[config.mk]
export PLATFORM = sky130hd
export DESIGN_NAME = ccff_chain_loader_flat
export DESIGN_NICKNAME = d
export VERILOG_FILES = /design/src/rtl/ccff_chain_loader_pkg.sv /design/src/rtl/ccff_chain_loader_if.sv /design/src/rtl/ccff_word_serializer.sv /design/src/rtl/ccff_chain_loader.sv /design/src/flat_wrapper.sv
export SDC_FILE = /design/constraint.sdc
export NUM_CORES = 1
export LEC_CHECK = 0
export ABC_CLOCK_PERIOD_IN_PS = 2060
export BUFFER_PORTS_ARGS = -buffer_cell sky130_fd_sc_hd__clkbuf_2
export CELL_PAD_IN_SITES_DETAIL_PLACEMENT = 0
export CELL_PAD_IN_SITES_GLOBAL_PLACEMENT = 1
export CORE_UTILIZATION = 38
export DETAILED_ROUTE_END_ITERATION = 8
export GPL_ROUTABILITY_DRIVEN = 0
export PLACE_DENSITY_LB_ADDON = 0.1
export SYNTH_ARGS = -nofsm -noshare
export SYNTH_HDL_FRONTEND = slang
export SYNTH_HIERARCHICAL = 1
export SYNTH_SLANG_ARGS = --single-unit
[constraint.sdc]
create_clock -name prog_clk -period 2.06 [get_ports prog_clk]
set_input_delay 0.309 -clock prog_clk [delete_from_list [all_inputs] [get_ports prog_clk]]
set_output_delay 0.309 -clock prog_clk [all_outputs]
set_load 0.005 [all_outputs]
[src/rtl/ccff_chain_loader_pkg.sv]
// Shared types and constants for the configuration-chain loader.
// Holds the pass FSM encoding, the mode constants and the word-count helpers.
package ccff_chain_loader_pkg;

  typedef enum logic [1:0] {
    CCFF_IDLE = 2'd0,
    CCFF_RUN  = 2'd1,
    CCFF_DONE = 2'd2
  } ccff_state_e;

  localparam logic CCFF_MODE_LOAD  = 1'b0;
  localparam logic CCFF_MODE_CHECK = 1'b1;

  // Words needed to cover the whole chain in one pass.
  function automatic int words_per_pass(input int chain_len, input int word_w);
    return (chain_len + word_w - 1) / word_w;
  endfunction

  // Bits of the final word that actually land in the chain.
  function automatic int last_word_bits(input int chain_len, input int word_w);
    return ((chain_len % word_w) == 0) ? word_w : (chain_len % word_w);
  endfunction

endpackage

[src/rtl/ccff_chain_loader_if.sv]
// Bitstream word stream (valid/ready) between the bitstream source and the loader.
// The source drives the master modport; the loader consumes through the slave modport.
interface ccff_chain_loader_if #(
  parameter int WORD_W = 8
) ();

  logic [WORD_W-1:0] s_data;
  logic              s_valid;
  logic              s_ready;

  modport master (
    output s_data,
    output s_valid,
    input  s_ready
  );

  modport slave (
    input  s_data,
    input  s_valid,
    output s_ready
  );

endinterface

[src/rtl/ccff_word_serializer.sv]
// Word buffer for the chain loader: accepts stream words, shifts them out LSB first
// onto ccff_head and raises the shift enable while it still holds bits.
module ccff_word_serializer
  import ccff_chain_loader_pkg::*;
#(
  parameter int CHAIN_LEN = 24,
  parameter int WORD_W    = 8
) (
  input  logic                prog_clk,
  input  logic                pReset_n,
  input  logic                clear,
  input  logic                run,
  ccff_chain_loader_if.slave  stream,
  output logic                head,
  output logic                shift_en
);

  localparam int NUM_WORDS = words_per_pass(CHAIN_LEN, WORD_W);
  localparam int LAST_BITS = last_word_bits(CHAIN_LEN, WORD_W);
  localparam int BC_W      = $clog2(WORD_W + 1);
  localparam int WC_W      = $clog2(NUM_WORDS + 1);

  // Masking the final word keeps discarded upper bits out of the buffer, so the
  // buffer reads all-zero (and head reads 0) whenever it is empty.
  localparam logic [WORD_W-1:0] LAST_MASK = {WORD_W{1'b1}} >> (WORD_W - LAST_BITS);

  logic [WORD_W-1:0] word_buf;
  logic [BC_W-1:0]   bits_left;
  logic [WC_W-1:0]   words_taken;
  logic              more_words;
  logic              last_word;
  logic              take;

  assign more_words = (words_taken != WC_W'(NUM_WORDS));
  assign last_word  = (words_taken == WC_W'(NUM_WORDS - 1));
  assign shift_en   = run && (bits_left != '0);

  // A new word may arrive while the last buffered bit is leaving, giving
  // back-to-back words without a bubble.
  assign stream.s_ready = run && more_words &&
                          ((bits_left == '0) || ((bits_left == BC_W'(1)) && shift_en));
  assign take = stream.s_valid && stream.s_ready;

  assign head = word_buf[0];

  always_ff @(posedge prog_clk or negedge pReset_n) begin
    // NOTE: word_buf is a plain register rather than a memory, so it is reset
    // along with the counts; ccff_head must read 0 straight out of reset.
    if (!pReset_n) begin
      word_buf    <= '0;
      bits_left   <= '0;
      words_taken <= '0;
    end else if (clear) begin
      word_buf    <= '0;
      bits_left   <= '0;
      words_taken <= '0;
    end else if (take) begin
      word_buf    <= last_word ? (stream.s_data & LAST_MASK) : stream.s_data;
      bits_left   <= last_word ? BC_W'(LAST_BITS) : BC_W'(WORD_W);
      words_taken <= words_taken + WC_W'(1);
    end else if (shift_en) begin
      word_buf    <= word_buf >> 1;
      bits_left   <= bits_left - BC_W'(1);
    end
  end

endmodule

[src/rtl/ccff_chain_loader.sv]
// Configuration-chain loader: streams a bitstream into a ccff chain (LOAD) or
// re-streams it while comparing the chain tail against the bits sent (CHECK).
module ccff_chain_loader
  import ccff_chain_loader_pkg::*;
#(
  parameter int CHAIN_LEN = 24,
  parameter int WORD_W    = 8,
  parameter int CNT_W     = $clog2(CHAIN_LEN + 1)
) (
  input  logic                prog_clk,
  input  logic                pReset_n,
  input  logic                start,
  input  logic                mode,
  ccff_chain_loader_if.slave  stream,
  output logic                ccff_head,
  output logic                ccff_shift_en,
  input  logic                ccff_tail,
  output logic                busy,
  output logic                done,
  output logic                err,
  output logic [CNT_W-1:0]    err_cnt
);

  ccff_state_e      state;
  ccff_state_e      next_state;
  logic             mode_q;
  logic [CNT_W-1:0] bit_cnt;
  logic             start_pass;
  logic             last_shift;
  logic             mismatch;

  assign start_pass = (state == CCFF_IDLE) && start;
  assign last_shift = ccff_shift_en && (bit_cnt == CNT_W'(CHAIN_LEN - 1));

  // The chain already holds this stream, so the bit leaving the tail must equal
  // the bit entering the head on every shift of a CHECK pass.
  assign mismatch = (mode_q == CCFF_MODE_CHECK) && ccff_shift_en && (ccff_tail != ccff_head);

  assign busy = (state != CCFF_IDLE);
  assign done = (state == CCFF_DONE);

  ccff_word_serializer #(
    .CHAIN_LEN (CHAIN_LEN),
    .WORD_W    (WORD_W)
  ) u_serializer (
    .prog_clk (prog_clk),
    .pReset_n (pReset_n),
    .clear    (start_pass),
    .run      (state == CCFF_RUN),
    .stream   (stream),
    .head     (ccff_head),
    .shift_en (ccff_shift_en)
  );

  always_ff @(posedge prog_clk or negedge pReset_n) begin
    // NOTE: non-blocking assignments in clocked processes make every flop
    // sample pre-edge values, whatever the statement order.
    if (!pReset_n) begin
      state <= CCFF_IDLE;
    end else begin
      state <= next_state;
    end
  end

  always_comb begin
    // NOTE: next_state gets its default before the case, so every path assigns
    // it and no latch is inferred.
    next_state = state;
    case (state)
      CCFF_IDLE: if (start)      next_state = CCFF_RUN;
      CCFF_RUN:  if (last_shift) next_state = CCFF_DONE;
      CCFF_DONE:                 next_state = CCFF_IDLE;
      default:                   next_state = CCFF_IDLE;
    endcase
  end

  always_ff @(posedge prog_clk or negedge pReset_n) begin
    if (!pReset_n) begin
      mode_q  <= CCFF_MODE_LOAD;
      bit_cnt <= '0;
    end else if (start_pass) begin
      mode_q  <= mode;
      bit_cnt <= '0;
    end else if (ccff_shift_en) begin
      bit_cnt <= bit_cnt + CNT_W'(1);
    end
  end

  // err/err_cnt describe the last pass and hold through IDLE until the next start.
  always_ff @(posedge prog_clk or negedge pReset_n) begin
    if (!pReset_n) begin
      err     <= 1'b0;
      err_cnt <= '0;
    end else if (start_pass) begin
      err     <= 1'b0;
      err_cnt <= '0;
    end else if (mismatch) begin
      err <= 1'b1;
      if (err_cnt != CNT_W'(CHAIN_LEN)) begin
        err_cnt <= err_cnt + CNT_W'(1);
      end
    end
  end

endmodule

[src/flat_wrapper.sv]
// flat-port wrapper written by rule: the top's interface ports become plain ports
module ccff_chain_loader_flat import ccff_chain_loader_pkg::*;
#(
  parameter int CHAIN_LEN = 24,
  parameter int WORD_W    = 8,
  parameter int CNT_W     = $clog2(CHAIN_LEN + 1)
)
  (prog_clk, pReset_n, start, mode, ccff_head, ccff_shift_en, ccff_tail, busy, done, err, err_cnt, stream_s_data, stream_s_valid, stream_s_ready);
  ccff_chain_loader_if #(.WORD_W(WORD_W)) stream_i ();
  input  logic prog_clk;
  input  logic pReset_n;
  input  logic start;
  input  logic mode;
  output logic ccff_head;
  output logic ccff_shift_en;
  input  logic ccff_tail;
  output logic busy;
  output logic done;
  output logic err;
  output logic [CNT_W-1:0] err_cnt;
  input wire logic [$bits(stream_i.s_data)-1:0] stream_s_data;
  input wire logic [$bits(stream_i.s_valid)-1:0] stream_s_valid;
  output wire logic [$bits(stream_i.s_ready)-1:0] stream_s_ready;
  assign stream_i.s_data = stream_s_data;
  assign stream_i.s_valid = stream_s_valid;
  assign stream_s_ready = stream_i.s_ready;
  ccff_chain_loader #(.CHAIN_LEN(CHAIN_LEN), .WORD_W(WORD_W), .CNT_W(CNT_W)) u_core (.prog_clk(prog_clk), .pReset_n(pReset_n), .start(start), .mode(mode), .stream(stream_i), .ccff_head(ccff_head), .ccff_shift_en(ccff_shift_en), .ccff_tail(ccff_tail), .busy(busy), .done(done), .err(err), .err_cnt(err_cnt));
endmodule
==> flow_summary.json, run 1 <==
{
  "crit_fanout": 2,
  "finalHoldViolCount": 0,
  "ctsLongestPathBuffers": 2,
  "drt_iter0_drc": 82,
  "maxSlewHeadroom": 0.523,
  "dp.cells": 236,
  "cts_buffers": 3,
  "critPathRequiredTime_ps": 1750,
  "fp.coreArea_um2": 3770,
  "post_dp_cell_area_um2": 1750,
  "critical_path_class": "reg -> out",
  "die-width_um": 65.5,
  "p_sw_mw": 1.11,
  "wire_per_inst_um": 14.7,
  "ys_types": 37,
  "viasPerCell": 5.45,
  "grt_setup_unrepaired": "no",
  "fin_cells": 242,
  "fin_nets": 216,
  "worstPathCellList": "ha_1, or4b_4, nor2_1, clkbuf_2",
  "cpPeakStageDelay_ps": 530,
  "ys.flop_type": "dfrtp_1",
  "tns_ps": 0,
  "synth_top_area_frac": 0.457,
  "layout_common_cells": "dfrtp_1, clkbuf_2, nand3_1",
  "p_int_mw": 1.57,
  "worstMarginPinSlew_ps": 716,
  "power_density_nw_per_um2": 1460,
  "vias": 1320,
  "synth-edff-count": 0,
  "cts_sinks": 28,
  "avgSynthCellArea_um2": 9.52,
  "ys_ff_latch": 28,
  "max_freq_ghz": 0.502,
  "clkLatencyLatePin_ps": 280,
  "clkTransAtPathRegs_ps": 100,
  "swShare": 0.415,
  "grtUsageTotal": 0.190,
  "antenna_found_initial": 0,
  "grt_pass1_vias": 1312,
  "finalClockSkew_ps": 9.13,
  "post-route-min-period_ps": 1990,
  "ir_drop_uv": 520,
  "grt-ovfl-total": 0,
  "n_antenna_cell": 0,
  "antenna_left": 0,
  "grt_pass1_wl_um": 6220,
  "crit_slowest_cell": "or4b_4",
  "finalSetupViolations": 0,
  "clockPowerShare": 0.131,
  "syn_inst": 161,
  "htreeDepth": 1,
  "crit_path_end_kind": "primary output",
  "comb_power_share": 0.504,
  "synth_seq_area_share": 0.457,
  "cts_tree": "yes",
  "whs_ps": 62.9,
  "place_hpwl_um": 2550,
  "grt_max_degree": 29,
  "die_y_um": 65.5,
  "yosys_warnings": 6,
  "synthArstFlopShare": 1.00,
  "period_share": 0.967,
  "hold_path.class": "in -> async",
  "fillers": 365,
  "final_area_um2": 1830,
  "max_cap_violations": 0,
  "io_buffers": 24,
  "num_rows": 22,
  "syn_to_final_growth_pct": 19.6,
  "start_util": 0.406,
  "yosysTopAreaCell": "dfrtp_1",
  "p_seq_frac": 0.365,
  "final_common_cell": "dfrtp_1",
  "rrSetupSlack_ps": 160,
  "drc_errors": 0,
  "outcome": "complete, no violations",
  "routed_wl_um": 3550,
  "final_layout_size_suffix_gt1_frac": 0.247,
  "dr.pass1.iters": 4,
  "syn-num-nets": 182,
  "p_leak_nw": 0.838,
  "yosys-top-cells-area": "dfrtp_1, ha_1, nand3_1, a311oi_1, o21ai_0",
  "die-area_um2": 4290,
  "syn_area_um2": 1530,
  "critPathLaunchType": "flop",
  "drv_slew": 0,
  "arrival_ps": 1680,
  "num_io_pins": 25,
  "cts-root-buf": "clkbuf_8"
}
area by class of cell:
type,count,area (um2),share of cell area
Timing Repair Buffer,36,210,0.115
Tap cell,48,60.1,0.0328
Inverter,10,37.5,0.0205
Clock buffer,4,55.1,0.0300
Sequential cell,28,701,0.382
Multi-Input combinational cell,116,769,0.420
per-stage QoR:
step	util	total power, mW	worst slack [ps]
2_1_floorplan	-	1.87	56.1
3_3_place_gp	0.465	2.24	219
3_5_place_dp	0.465	2.30	162
4_1_cts	0.481	2.69	13.5
5_1_grt	0.486	2.93	9.80
6_report	0.486	2.68	68.4
power by group through the flow:
stage	clock (mW)	sequential, mW	combinational, mW
after floorplan	0	0.946	0.927
after global placement	0	0.975	1.27
after detailed placement	0	0.985	1.32
after CTS	0.369	0.975	1.34
after global routing	0.384	1.01	1.54
final	0.352	0.977	1.35
per-layer routing:
layer / wire length [um] / vias to the layer above / GRT usage
met5: 0 / - / 0
met4: 44 / 0 / 0.0734
met3: 90 / 4 / 0.0260
met2: 1730 / 24 / 0.311
met1: 1690 / 641 / 0.253
li1: - / 651 / -
cells by family (layout without fill, tap and decap cells):
family	after synthesis	after routing	synth area share
AOI/OAI and AO/OA	35	35	0.149
xor gates and xnor gates	5	5	0.0286
adders and majority gates	7	7	0.0571
buffers and inverters	17	50	0.0473
DFF	28	28	0.457
muxes	5	5	0.0327
and+or+nand+nor	64	64	0.229
critical path, delay by kind of cell (launching register included):
kind	cells	cell delay (ps)
AND/OR/NAND/NOR	2	660
adder cells (fa/ha/maj)	1	220
buffers and inverters	1	120
flip-flops	1	400
Yosys cell counts (3+ instances only):
cell and n:
a21oi_1 7, a311oi_1 7, clkbuf_1 5, dfrtp_1 28, ha_1 7, inv_1 9
mux2i_1 5, nand2_1 12, nand3_1 13, nor2_1 11, nor3_1 9, o21ai_0 12
xnor2_1 3
worst paths after layout:
path / startpoint / end / cells past startpoint
max in group asynchronous: pReset_n / u_core/u_serializer/word_buf[5] / 1
min in group prog_clk: mode / u_core/mode_q / 3
max reg2reg: u_core/u_serializer/words_taken[0] / u_core/u_serializer/words_taken[0] / 5
min reg2reg: u_core/err / u_core/err / 1
min: pReset_n / u_core/err_cnt[3] / 1
max: u_core/u_serializer/words_taken[0] / stream_s_ready / 4
registers in the layout, summed over array words and instances, names as in the netlist:
register / cells
u_core/bit_cnt: 5
u_core/err_cnt: 5
u_core/state: 2
u_core/mode_q: 1
u_core/u_serializer/word_buf: 8
u_core/u_serializer/words_taken: 2
u_core/err: 1
u_core/u_serializer/bits_left: 4
what timing repair did:
action / CTS / global route
endpoints found under the setup margin: 1 / 2
resized for setup: 1 / 2
buffers inserted: 1 / 1
hold buffers: 0 / 0
pin swaps: 0 / 0
Power figures use the tool's default switching activity.
==> run 2, diff against run 1 <==
==> constraint.sdc (replaced) <==
create_clock -name prog_clk -period 2.06 [get_ports prog_clk]
set_input_delay 0 -clock prog_clk [delete_from_list [all_inputs] [get_ports prog_clk]]
set_output_delay 0 -clock prog_clk [all_outputs]
set_load 0.005 [all_outputs]
==> run 2 against run 1 <==
  * Fmax up 4.1%
  * Critical path depth up 2
  * Sequential share of layout area down 0.49 points
  * Core utilization up 0.63 points
  * Combinational power about the same
  * Wire length down 7.5%
  * Non-clock buffer count up 1
  * Register-to-register slack better by 20 ps
  * Clock power up 26%
  * Die area unchanged
  * First-iteration DRC count down 1.2%
  * Count of clock-buffer cells in the layout down 1
  * Largest cell class unchanged
  * Highest routed layer unchanged
==> flow_summary.json, run 2 (synthesized netlist as in run 1, its figures left out) <==
{
  "finalClockSkew_ps": 3.94,
  "num_io_pins": 25,
  "syn_to_final_growth_pct": 21.1,
  "highest_layer": "met4",
  "final_layout_size_suffix_gt1_frac": 0.231,
  "fin_cells": 243,
  "ir_drop_uv": 636,
  "start_util": 0.406,
  "vias": 1289,
  "fillers": 357,
  "cts_sinks": 28,
  "period_share": 0.929,
  "worstMarginPinSlew_ps": 706,
  "cp-startpoint": "u_core/state[1]",
  "max_cap_violations": 0,
  "p_int_mw": 1.64,
  "reg2reg_depth": 7,
  "routed_wl_um": 3290,
  "drc_errors": 0,
  "crit_path_end_kind": "primary output",
  "top_register": "u_core/u_serializer/word_buf",
  "fp.coreArea_um2": 3770,
  "clkLatencyLatePin_ps": 280,
  "critPathRequiredTime_ps": 2060,
  "grtUsageTotal": 0.176,
  "largest_reg_flops": 8,
  "die-width_um": 65.5,
  "layout_common_cells": "dfrtp_1, clkbuf_2, nand3_1",
  "comb_power_share": 0.481,
  "route.met2.wl_um": 1570,
  "place_hpwl_um": 2340,
  "crit_family": "simple AND/OR/NAND/NOR gates",
  "cpPeakStageDelay_ps": 520,
  "rrSetupSlack_ps": 180,
  "finalHoldViolCount": 0,
  "finalSetupViolations": 0,
  "n_antenna_cell": 0,
  "max_freq_ghz": 0.523,
  "antenna_left": 0,
  "ctsLongestPathBuffers": 2,
  "die_y_um": 65.5,
  "grt_setup_unrepaired": "no",
  "reg2reg_from": "u_core/u_serializer/bits_left[0]",
  "crit_fanout": 7,
  "post-route-min-period_ps": 1910,
  "drt_iter0_drc": 81,
  "reg_top3": "u_core/u_serializer/word_buf (8), u_core/bit_cnt (5), u_core/err_cnt (5)",
  "fin_total_pwr_mw": 2.73,
  "viasPerCell": 5.30,
  "r2r_end": "u_core/err_cnt[4]",
  "cp.depth": 6,
  "antenna_found_initial": 0,
  "io_buffers": 24,
  "finalWorstSetupSlack_ps": 147,
  "grt_pass1_wl_um": 5800,
  "worstPathCellList": "nand2b_1, inv_2, or4b_4, buf_4, nor2_1, clkbuf_2",
  "wire_per_inst_um": 13.5,
  "crit_slowest_cell": "or4b_4",
  "dr.pass1.iters": 4,
  "cts_buffers": 3,
  "drv_slew": 0,
  "swShare": 0.399,
  "met1_length_um": 1600,
  "die-area_um2": 4290,
  "wl_met3_um": 96,
  "clockPowerShare": 0.162,
  "num_rows": 22,
  "p_seq_frac": 0.357,
  "power_density_nw_per_um2": 1470,
  "tns_ps": 0,
  "dp.cells": 235,
  "cts_tree": "yes",
  "dpl_worst_slack_ps": 140,
  "cts-root-buf": "clkbuf_8",
  "grt-ovfl-total": 0,
  "grt_pass1_vias": 1269,
  "critPathCapture": "stream_s_ready",
  "critical_path_class": "reg -> out",
  "regArea_um2": 701,
  "critPathLaunchType": "flop",
  "clkTransAtPathRegs_ps": 100,
  "final_common_cell": "dfrtp_1",
  "multi_input_area_um2": 762,
  "hold_path.class": "in -> reg",
  "fin_nets": 217,
  "arrival_ps": 1910,
  "p_leak_nw": 0.846,
  "p_sw_mw": 1.09,
  "outcome": "complete, no violations",
  "grt_max_degree": 29,
  "path_buf_inv": 3,
  "maxSlewHeadroom": 0.529,
  "htreeDepth": 1
}
run 2: area by class of cell:
class | instances | area share
Inverter | 10 | 0.0202
Tap cell | 48 | 0.0323
Timing Repair Buffer | 37 | 0.121
Multi-Input combinational cell | 116 | 0.410
Clock inverter | 1 | 0.0162
Sequential cell | 28 | 0.377
Clock buffer | 3 | 0.0222
run 2: repair_timing:
item                                    4_1_cts  5_1_grt
endpoints found under the hold margin        30        0
resized for setup                             0        2
endpoints found under the setup margin        0        5
buffers inserted                              0        1
hold buffers                                  3        0
run 2: power by group through the flow:
stage               clock [mW]  sequential [mW]  combinational (mW)
floorplan                    0            0.946               0.927
global placement             0            0.977                1.28
detailed placement           0            0.984                1.31
CTS                      0.457            0.975                1.31
global route             0.482             1.01                1.49
finish                   0.443            0.975                1.32
run 2: metal layers:
| metal | GRT usage | vias up |
|---|---|---|
| li1 | - | 655 |
| met5 | 0 | - |
| met2 | 0.304 | 19 |
| met1 | 0.223 | 613 |
| met3 | 0.0434 | 2 |
| met4 | 0.0326 | 0 |
run 2: through the flow:
stage          area, um2  hold slack (ps)  utilization
3_5_place_dp        1750             88.6        0.463
5_1_grt             1860             77.3        0.492
2_1_floorplan       1530             -296            -
4_1_cts             1850             72.0        0.490
6_report            1860             75.3        0.492
3_3_place_gp        1750             89.7        0.463
run 2: tightest hold or removal path, cell delays in order:
cell	delay, ps
clkbuf_2	80
nor3_1	170
a311oi_1	70
run 2: worst min path at each step:
stage | startpoint | endpoint | slack (ps) | cells after the start
after floorplan | pReset_n | u_core/bit_cnt[0] | -300 | 0
after global placement | pReset_n | u_core/bit_cnt[4] | 90 | 1
after detailed placement | pReset_n | u_core/bit_cnt[4] | 90 | 1
after CTS | stream_s_data[4] | u_core/u_serializer/word_buf[4] | 70 | 3
after global routing | stream_s_data[1] | u_core/u_serializer/word_buf[1] | 80 | 3
final | stream_s_data[4] | u_core/u_serializer/word_buf[4] | 80 | 3
